===== config.mk =====
export PLATFORM = sky130hd
export DESIGN_NAME = byte_serial_adder
export DESIGN_NICKNAME = d
export VERILOG_FILES = /design/src/rtl/byte_serial_adder_pkg.sv /design/src/rtl/byte_add_cin.sv /design/src/rtl/mux2.sv /design/src/rtl/ripple_carry_adder.sv /design/src/rtl/byte_serial_adder.sv
export SDC_FILE = /design/constraint.sdc
export NUM_CORES = 1
export LEC_CHECK = 0
export BUFFER_PORTS_ARGS = -buffer_cell sky130_fd_sc_hd__buf_2
export CAP_MARGIN = 30
export CORE_ASPECT_RATIO = 1.2
export CORE_MARGIN = 5
export CORE_UTILIZATION = 59
export CTS_BUF_LIST = sky130_fd_sc_hd__clkbuf_8 sky130_fd_sc_hd__clkbuf_16
export CTS_CLUSTER_SIZE = 8
export DETAILED_ROUTE_END_ITERATION = 10
export GPL_ROUTABILITY_DRIVEN = 0
export PLACE_DENSITY = 0.85
export REMOVE_ABC_BUFFERS = 1
export SLEW_MARGIN = 20
export SYNTH_ARGS = -nofsm -noshare
export SYNTH_HDL_FRONTEND = slang
export SYNTH_HIERARCHICAL = 1
export SYNTH_SLANG_ARGS = --single-unit

===== constraint.sdc =====
create_clock -name clk -period 10.4 [get_ports clk]
set_clock_uncertainty 0.05 [all_clocks]
set_input_delay 1.04 -clock clk [delete_from_list [all_inputs] [get_ports clk]]
set_output_delay 1.04 -clock clk [all_outputs]
set_load 0.005 [all_outputs]

===== src/rtl/byte_serial_adder_pkg.sv =====
// rtl/byte_serial_adder_pkg.sv - shared constants, FSM states and helpers for the byte-serial adder
package byte_serial_adder_pkg;

    localparam int BYTE_W   = 8;
    localparam int NIBBLE_W = 4;

    typedef enum logic [1:0] {
        IDLE = 2'd0,
        RUN  = 2'd1,
        DONE = 2'd2
    } state_t;

    function automatic int clog2(input int n);
        int r;
        r = 0;
        while ((1 << r) < n) begin
            r = r + 1;
        end
        return r;
    endfunction

endpackage


===== src/rtl/byte_add_cin.sv =====
// rtl/byte_add_cin.sv - 8-bit carry-select adder with carry-in, exports carry into bit 7
module byte_add_cin
    import byte_serial_adder_pkg::*;
(
    input  logic [BYTE_W-1:0] i_a,
    input  logic [BYTE_W-1:0] i_b,
    input  logic              i_cin,
    output logic [BYTE_W-1:0] o_sum,
    output logic              o_cout,
    output logic              o_c7
);

    logic [NIBBLE_W-1:0] w_lo_sum;
    logic                w_lo_cout;
    logic [NIBBLE_W-1:0] w_hi0_sum;
    logic                w_hi0_cout;
    logic [NIBBLE_W-1:0] w_hi1_sum;
    logic                w_hi1_cout;
    logic [NIBBLE_W:0]   w_hi_sel;

    ripple_carry_adder #(.WIDTH(NIBBLE_W)) u_lo (
        .i_a    (i_a[NIBBLE_W-1:0]),
        .i_b    (i_b[NIBBLE_W-1:0]),
        .i_cin  (i_cin),
        .o_sum  (w_lo_sum),
        .o_cout (w_lo_cout)
    );

    // Both high-nibble results are precomputed; the low-nibble carry picks one.
    ripple_carry_adder #(.WIDTH(NIBBLE_W)) u_hi0 (
        .i_a    (i_a[BYTE_W-1:NIBBLE_W]),
        .i_b    (i_b[BYTE_W-1:NIBBLE_W]),
        .i_cin  (1'b0),
        .o_sum  (w_hi0_sum),
        .o_cout (w_hi0_cout)
    );

    ripple_carry_adder #(.WIDTH(NIBBLE_W)) u_hi1 (
        .i_a    (i_a[BYTE_W-1:NIBBLE_W]),
        .i_b    (i_b[BYTE_W-1:NIBBLE_W]),
        .i_cin  (1'b1),
        .o_sum  (w_hi1_sum),
        .o_cout (w_hi1_cout)
    );

    mux2 #(.WIDTH(NIBBLE_W + 1)) u_sel (
        .i_sel (w_lo_cout),
        .i_d0  ({w_hi0_cout, w_hi0_sum}),
        .i_d1  ({w_hi1_cout, w_hi1_sum}),
        .o_y   (w_hi_sel)
    );

    assign o_sum  = {w_hi_sel[NIBBLE_W-1:0], w_lo_sum};
    assign o_cout = w_hi_sel[NIBBLE_W];
    // Sum bit 7 is a^b^carry_in, so the carry into bit 7 falls out of it directly.
    assign o_c7   = o_sum[BYTE_W-1] ^ i_a[BYTE_W-1] ^ i_b[BYTE_W-1];

endmodule


===== src/rtl/mux2.sv =====
// rtl/mux2.sv - parameterised 2:1 multiplexer
module mux2 #(
    parameter int WIDTH = 1
) (
    input  logic             i_sel,
    input  logic [WIDTH-1:0] i_d0,
    input  logic [WIDTH-1:0] i_d1,
    output logic [WIDTH-1:0] o_y
);

    assign o_y = i_sel ? i_d1 : i_d0;

endmodule


===== src/rtl/ripple_carry_adder.sv =====
// rtl/ripple_carry_adder.sv - ripple-carry adder with carry-in, nibble wide by default
module ripple_carry_adder
    import byte_serial_adder_pkg::*;
#(
    parameter int WIDTH = NIBBLE_W
) (
    input  logic [WIDTH-1:0] i_a,
    input  logic [WIDTH-1:0] i_b,
    input  logic             i_cin,
    output logic [WIDTH-1:0] o_sum,
    output logic             o_cout
);

    logic [WIDTH:0] w_c;

    assign w_c[0] = i_cin;

    genvar g;
    generate
        for (g = 0; g < WIDTH; g++) begin : g_bit
            assign o_sum[g]  = i_a[g] ^ i_b[g] ^ w_c[g];
            assign w_c[g+1]  = (i_a[g] & i_b[g]) | (w_c[g] & (i_a[g] ^ i_b[g]));
        end
    endgenerate

    assign o_cout = w_c[WIDTH];

endmodule


===== src/rtl/byte_serial_adder.sv =====
// rtl/byte_serial_adder.sv - multi-byte adder reusing one 8-bit carry-select adder, one byte per clock
module byte_serial_adder
    import byte_serial_adder_pkg::*;
#(
    parameter int NBYTES = 4
) (
    input  logic                   clk,
    input  logic                   rst,
    input  logic                   in_valid,
    output logic                   in_ready,
    input  logic [8*NBYTES-1:0]    a,
    input  logic [8*NBYTES-1:0]    b,
    input  logic                   cin,
    output logic                   out_valid,
    input  logic                   out_ready,
    output logic [8*NBYTES-1:0]    sum,
    output logic                   cout,
    output logic                   ovf
);

    localparam int W     = BYTE_W * NBYTES;
    localparam int IDX_W = clog2(NBYTES);

    state_t             r_state;
    state_t             w_state_next;
    logic [W-1:0]       r_a;
    logic [W-1:0]       r_b;
    logic [W-1:0]       r_sum;
    logic [IDX_W-1:0]   r_idx;
    logic               r_carry;
    logic               r_cout;
    logic               r_ovf;

    logic [BYTE_W-1:0]  w_byte_a;
    logic [BYTE_W-1:0]  w_byte_b;
    logic [BYTE_W-1:0]  w_byte_sum;
    logic               w_byte_cout;
    logic               w_byte_c7;
    logic               w_last;

    assign w_byte_a = r_a[r_idx*BYTE_W +: BYTE_W];
    assign w_byte_b = r_b[r_idx*BYTE_W +: BYTE_W];
    assign w_last   = (r_idx == IDX_W'(NBYTES - 1));

    byte_add_cin u_byte_add (
        .i_a    (w_byte_a),
        .i_b    (w_byte_b),
        .i_cin  (r_carry),
        .o_sum  (w_byte_sum),
        .o_cout (w_byte_cout),
        .o_c7   (w_byte_c7)
    );

    always_comb begin
        w_state_next = r_state;
        in_ready     = 1'b0;
        out_valid    = 1'b0;
        case (r_state)
            IDLE: begin
                in_ready = 1'b1;
                if (in_valid) begin
                    w_state_next = RUN;
                end
            end
            RUN: begin
                if (w_last) begin
                    w_state_next = DONE;
                end
            end
            DONE: begin
                out_valid = 1'b1;
                if (out_ready) begin
                    w_state_next = IDLE;
                end
            end
            default: begin
                w_state_next = IDLE;
            end
        endcase
    end

    always_ff @(posedge clk or posedge rst) begin
        if (rst) begin
            r_state <= IDLE;
            r_a     <= '0;
            r_b     <= '0;
            r_sum   <= '0;
            r_idx   <= '0;
            r_carry <= 1'b0;
            r_cout  <= 1'b0;
            r_ovf   <= 1'b0;
        end else begin
            r_state <= w_state_next;
            case (r_state)
                IDLE: begin
                    if (in_valid) begin
                        r_a     <= a;
                        r_b     <= b;
                        r_carry <= cin;
                        r_idx   <= '0;
                    end
                end
                RUN: begin
                    r_sum[r_idx*BYTE_W +: BYTE_W] <= w_byte_sum;
                    r_carry                       <= w_byte_cout;
                    if (w_last) begin
                        r_cout <= w_byte_cout;
                        r_ovf  <= w_byte_c7 ^ w_byte_cout;
                    end else begin
                        r_idx <= r_idx + 1'b1;
                    end
                end
                default: begin
                end
            endcase
        end
    end

    assign sum  = r_sum;
    assign cout = r_cout;
    assign ovf  = r_ovf;

endmodule

# Word level (Yosys, flattened, before mapping)
# Index checks and enable logic that the tools add are counted.
# W data, S select, Z words.
[totals]
mem_bits_rw = 0
input_bits = 69
latch_bits = 0
register_bits = 103
mem_count = 0
romBits = 0
[classes]
n_eq_ne = 7
div = 0
bitwise = 51
multipliers = 0
mux = 13
n_reduce_logical = 7
order_cmp = 0
n_addsub = 2
shifts = 4
[op_table]
columns = ["cell", "count"]
rows = [
  ["$shiftx A32 B6 Y8", 2],
  ["$neg A5 Y34", 1],
  ["$shift A8 B34 Y32 const A", 1],
  ["$shiftx A8 B34 Y32", 1],
  ["$bwmux W32", 1],
  ["$xor A1 B1 Y1", 21],
  ["$and A1 B1 Y1", 18],
  ["$or A1 B1 Y1", 11],
  ["$mux W2", 5],
  ["$ne A2 B2 Y1 const B", 4],
  ["$pmux W2 S3", 1],
  ["$reduce_and A2 Y1", 3],
  ["$reduce_and A3 Y1", 2],
  ["$mux W5", 1],
  ["$eq A2 B2 Y1 const B", 2],
  ["$pmux W2 S2", 1],
  ["$mux W1", 3],
  ["$add A2 B1 Y2 const B", 1],
  ["$eq A2 B1 Y1 const B", 1],
  ["$logic_not A2 Y1", 1],
  ["$pmux W1 S2", 1],
  ["$reduce_bool A2 Y1", 1],
  ["$not A1 Y1", 1],
]

# Longest topological paths before layout
[depth]
ltp_word = 14
mapped_depth = 15
mapped_depth_nobuf = 13

# Cells and area by module
# Netlist, hierarchy kept.
[modules_own_cells]
columns = ["mod", "instances", "area_each_um2", "cells_each"]
rows = [
  ["byte_serial_adder", 1, 4749.6, 337],
  ["ripple_carry_adder", 3, 117.6, 14],
  ["mux2", 1, 56.3, 5],
  ["byte_add_cin", 1, 31.3, 3],
]

# Least setup slack after synthesis
# OpenSTA, ideal clock, no wires.
[synth_path]
path_type = "flip-flop to flip-flop"
from = "register r_idx[0]"
to = "register r_ovf, in the netlist ovf"
path_slack_ns = 6.474
arrival_time_ns = 3.751
setup_ns = 0.125
required_ns = 10.225
synth_period_minus_slack_ns = 3.926
path_stages_with_launch = 16
cell_sequence = "dfrtp_1 -> buf_4 -> buf_4 -> mux4_2 -> fa_1 -> inv_1 -> fa_1 -> inv_1 -> fa_1 -> inv_1 -> fa_1 -> inv_1 -> mux2_2 -> xor3_1 -> xor2_1 -> mux2_2"
[synth_lines]
columns = ["item", "line_no", "text"]
rows = [
  ["from (decl)", "byte_serial_adder.sv:29", "logic [IDX_W-1:0] r_idx;"],
  ["from (signal assigned)", "byte_serial_adder.sv:110", "r_idx <= r_idx + 1'b1;"],
  ["$shiftx A32 B6 Y8", "byte_serial_adder.sv:42", "assign w_byte_b = r_b[r_idx*BYTE_W +: BYTE_W];"],
  ["named net w_byte_b[4]", "byte_serial_adder.sv:35", "logic [BYTE_W-1:0] w_byte_b;"],
  ["$and A1 B1 Y1 (2 in a row)", "ripple_carry_adder.sv:22", "assign w_c[g+1] = (i_a[g] & i_b[g]) | (w_c[g] & (i_a[g] ^ i_b[g]));"],
  ["$or A1 B1 Y1", "ripple_carry_adder.sv:22", ""],
  ["$and A1 B1 Y1", "ripple_carry_adder.sv:22", ""],
  ["$or A1 B1 Y1", "ripple_carry_adder.sv:22", ""],
  ["$xor A1 B1 Y1", "ripple_carry_adder.sv:21", "assign o_sum[g] = i_a[g] ^ i_b[g] ^ w_c[g];"],
  ["named net u_byte_add.w_hi0_sum[3]", "byte_add_cin.sv:15", "logic [NIBBLE_W-1:0] w_hi0_sum;"],
  ["$mux W5", "mux2.sv:11", "assign o_y = i_sel ? i_d1 : i_d0;"],
  ["named net w_byte_sum[7]", "byte_serial_adder.sv:36", "logic [BYTE_W-1:0] w_byte_sum;"],
  ["$xor A1 B1 Y1 (2 in a row)", "byte_add_cin.sv:56", "assign o_c7 = o_sum[BYTE_W-1] ^ i_a[BYTE_W-1] ^ i_b[BYTE_W-1];"],
  ["named net w_byte_c7", "byte_serial_adder.sv:38", "logic w_byte_c7;"],
  ["$xor A1 B1 Y1", "byte_serial_adder.sv:108", "r_ovf <= w_byte_c7 ^ w_byte_cout;"],
  ["to (signal assigned)", "byte_serial_adder.sv:108", ""],
  ["to (decl)", "byte_serial_adder.sv:32", "logic r_ovf;"],
]
# The timed path passes the listed nets, and every way through them passes these cells.
# A chain may end at the register's enable or synchronous reset.

# Worst setup path in the final report
[layout_path]
from = "register r_idx[0]"
to = "register r_ovf, in the netlist ovf"
[layout_lines]
columns = ["item", "line_no", "text"]
rows = [
  ["$shiftx A32 B6 Y8 *", "byte_serial_adder.sv:41", "assign w_byte_a = r_a[r_idx*BYTE_W +: BYTE_W];"],
  ["named net w_byte_a[4]", "byte_serial_adder.sv:34", "logic [BYTE_W-1:0] w_byte_a;"],
  ["$and A1 B1 Y1 or $xor A1 B1 Y1 (tied branches)", "ripple_carry_adder.sv:22", ""],
  ["$or A1 B1 Y1 *", "ripple_carry_adder.sv:22", ""],
  ["$and A1 B1 Y1 *", "ripple_carry_adder.sv:22", ""],
  ["$or A1 B1 Y1 *", "ripple_carry_adder.sv:22", ""],
  ["$and A1 B1 Y1 *", "ripple_carry_adder.sv:22", ""],
  ["$or A1 B1 Y1 *", "ripple_carry_adder.sv:22", ""],
  ["$xor A1 B1 Y1 *", "ripple_carry_adder.sv:21", ""],
  ["named net u_byte_add.w_hi1_sum[3]", "byte_add_cin.sv:17", "logic [NIBBLE_W-1:0] w_hi1_sum;"],
  ["$mux W5 *", "mux2.sv:11", ""],
  ["named net w_byte_sum[7]", "byte_serial_adder.sv:36", ""],
  ["$xor A1 B1 Y1 * (2 in a row)", "byte_add_cin.sv:56", ""],
  ["named net w_byte_c7", "byte_serial_adder.sv:38", ""],
  ["$xor A1 B1 Y1 *", "byte_serial_adder.sv:108", ""],
]
# The timed path passes the listed nets; every way through them passes the cells marked *.

==> run summary <==
Post-Synthesis Cells = 387
Buffers & Inverters on Critical Path = 5
Worst Hold Class = reg2reg
Final hold violation count = 0
CTS tree = done
Peak VDD IR = 0.1976 mV
CP startpoint kind = flop
Iteration-0 DRC Markers = 175
Status = completed
Clock buffer count from CTS = 9
Avg Inst Size Synth = 13.41 µm²
Global-route wire length before repair = 18.31 mm
Post-place instance area = 5749 µm²
Final Instance Area = 5954 µm²
Die width = 95.62 µm
Ant. Diodes = 0
Placed Cells = 584
Initial Util = 60.27%
DR vias = 3309
Via density = 5.515
Setup bufs post-CTS = 0
Sequential area share after synthesis = 49.66%
Routed WL per cell = 18.07 µm
I/O pin total = 105
Number of cells on the critical path = 14
P_leak = 2.813 nW
Rel. slew slack = 48.33%
Post-CTS Hold Buffers = 0
Crit. End Element = flop
Total GRT Usage = 22.43%
Share of cells above drive strength 1 = 47.83%
Cell Area, Synth = 5190 µm²
Die area = 10780 µm²
Largest net degree at the start of global routing = 65
Max Cap Viol = 0
Routed WL = 10.84 mm
Clock slew at reported path FFs = 0.09 ns
Synth async-reset ratio = 100.0%
Core Rows = 37
HPWL Detailed = 8.098 mm
Worst path slowest cell = mux4_2
Sink Count = 103
#FFs+latches synth = 103
Worst EP required = 10.61 ns
Clock root buffer master = clkbuf_8
Worst EP arrival = 4.37 ns
Slew @ Worst Pin = 0.7751 ns
WS Path Type = reg2reg
R2R cell count = 14
Number of cells on the worst hold path = 1
Grt ovf = 0
Worst skew pair latency = 0.37 ns
Top-area cell type share of the netlist area = 49.66%
Max Clock Freq = 0.2401 GHz
Vias in the first global route = 3727
Initial antenna violation count = 0
# resized after CTS = 0
P per Cell Area = 383.0 nW/µm²
Layout Cells excl Fill = 600
Setup-failing EPs final = 0
Fin crit period = 4.165 ns
Unrepaired setup endpoints after global routing = false
Port bufs = 104
Yosys warns = 6
Yosys cell types = 34
Crit path cell chain = buf_4, mux4_2, fa_1, inv_1, fa_1, inv_1, fa_1, inv_1, fa_1, inv_1, mux2_2, xor3_1, xor2_1, mux2_2
DRC = 0
Max Slew Vio Count = 0
DRT antenna net count = 0
Pre-antenna DRT Iters = 4
CP delay by family, top = adder cells
Ys flop type = dfrtp_1
Crit-path max FO = 32
Fin crit share = 40.05%
Clock Path Buffers = 2
Largest cells by area after synthesis = dfrtp_1 (50%), mux2_2 (15%), mux4_2 (6.9%)
DIE HEIGHT = 112.7 µm
Synthesis-to-layout area growth = 14.73%
Core area = 8611 µm²
Nets = 564
Setup TNS = 0 ns
Hold WS = 0.4481 ns
CTS H-tree lvls = 3
Post-synth EDFFs = 0
Max incr delay on CP = 0.63 ns
Tot Pwr = 0.002281 W
Area leader, netlist = dfrtp_1
## cell usage in the layout (no fill, tap or decap), types with 2 or more instances in the layout
| cell | synthesis | routed |
|---|---|---|
| and3b_1 | 4 | 4 |
| and4bb_2 | 8 | 8 |
| buf_2 | 14 | 104 |
| buf_4 | 2 | 4 |
| bufinv_16 | 0 | 2 |
| clkbuf_8 | 0 | 9 |
| clkinv_2 | 0 | 2 |
| conb_1 | 2 | 2 |
| dfrtp_1 | 103 | 103 |
| fa_1 | 12 | 12 |
| ha_1 | 5 | 5 |
| inv_1 | 58 | 60 |
| mux2_1 | 8 | 8 |
| mux2_2 | 71 | 71 |
| mux4_2 | 16 | 16 |
| nand2_1 | 25 | 25 |
| nand2b_1 | 5 | 5 |
| nand3_1 | 2 | 2 |
| o221ai_1 | 2 | 2 |
| o32ai_1 | 16 | 16 |
| o32ai_2 | 8 | 8 |
| or2_2 | 2 | 2 |
## metal layers
layer  wire length (µm)  up-vias  track usage, %  part of all wire, %
li1                   -     1517               -                    -
met1               4074     1680           27.20                   38
met2               5926       94           38.87                   55
met3                572       18           3.790                  5.3
met4                269        0           9.772                  2.5
met5                  0        -               0                    0
## cell families after synthesis
| group | count (synthesis) | share of synthesized area [%] |
|---|---|---|
| AO/OA/AOI/OAI | 30 | 6.196 |
| multiplexers | 95 | 24.08 |
| flip-flops | 103 | 49.66 |
| buffers and inverters | 86 | 6.991 |
| XOR/XNOR | 2 | 0.6268 |
| other | 2 | 0.1447 |
| AND/OR/NAND/NOR | 52 | 6.461 |
| adder cells (fa/ha/maj) | 17 | 5.834 |
## power breakdown
part	internal, W	switching, W	leakage, nW
combinational	0.000628	0.000703	1.42
sequential	0.000584	0.000104	1.28
clock	0.000132	0.000130	0.117
total	0.00134	0.000936	2.81
## final timing paths
path                                from      to  slack (ns)
min in group asynchronous            rst  r_b[1]        0.67
worst min register to register    sum[0]  sum[0]        0.45
max in group asynchronous            rst  sum[1]        8.51
worst max register to register  r_idx[0]     ovf        6.23
worst max-delay path            r_idx[0]     ovf        6.23
worst min-delay path              sum[0]  sum[0]        0.45
## cell usage after synthesis (3+ instances only)
library cell    n
mux2_2         71
buf_1           3
o32ai_2         8
nand2b_1        5
clkbuf_1        7
mux2_1          8
nand2_1        25
inv_1          58
ha_1            5
buf_2          14
and3b_1         4
mux4_2         16
fa_1           12
and4bb_2        8
o32ai_1        16
dfrtp_1       103
## worst reg2reg max path, delay by kind of cell (launching register included)
kind                     cells  cell delay, ns
XOR/XNOR                     2            0.51
adder cells (fa/ha/maj)      4            1.36
flip-flops                   1            0.34
buffers and inverters        5            0.67
multiplexers                 3            1.12
## area by class of cell
cell class	count	area, µm²
flip-flops and latches	103	2577
repair buffers	108	550.5
fillers	656	2656
multi-input cells	198	2255
clock buffers	9	123.9
well taps	117	146.4
clock inverters	7	81.33
inverters	58	220.2
## registers in the layout, summed over array words and instances (netlist names)
register / flops
r_b: 32
r_state: 2
r_carry: 1
r_a: 32
ovf: 1
sum: 32
r_idx: 2
cout: 1
## per-stage QoR
step	setup slack, ns	util (%)
final	6.235	69.15
after floorplan	3.940	-
after global placement	6.414	66.77
after global routing	5.991	69.15
after detailed placement	6.229	66.77
after CTS	6.214	69.15
(Power assumes the default switching activity.)
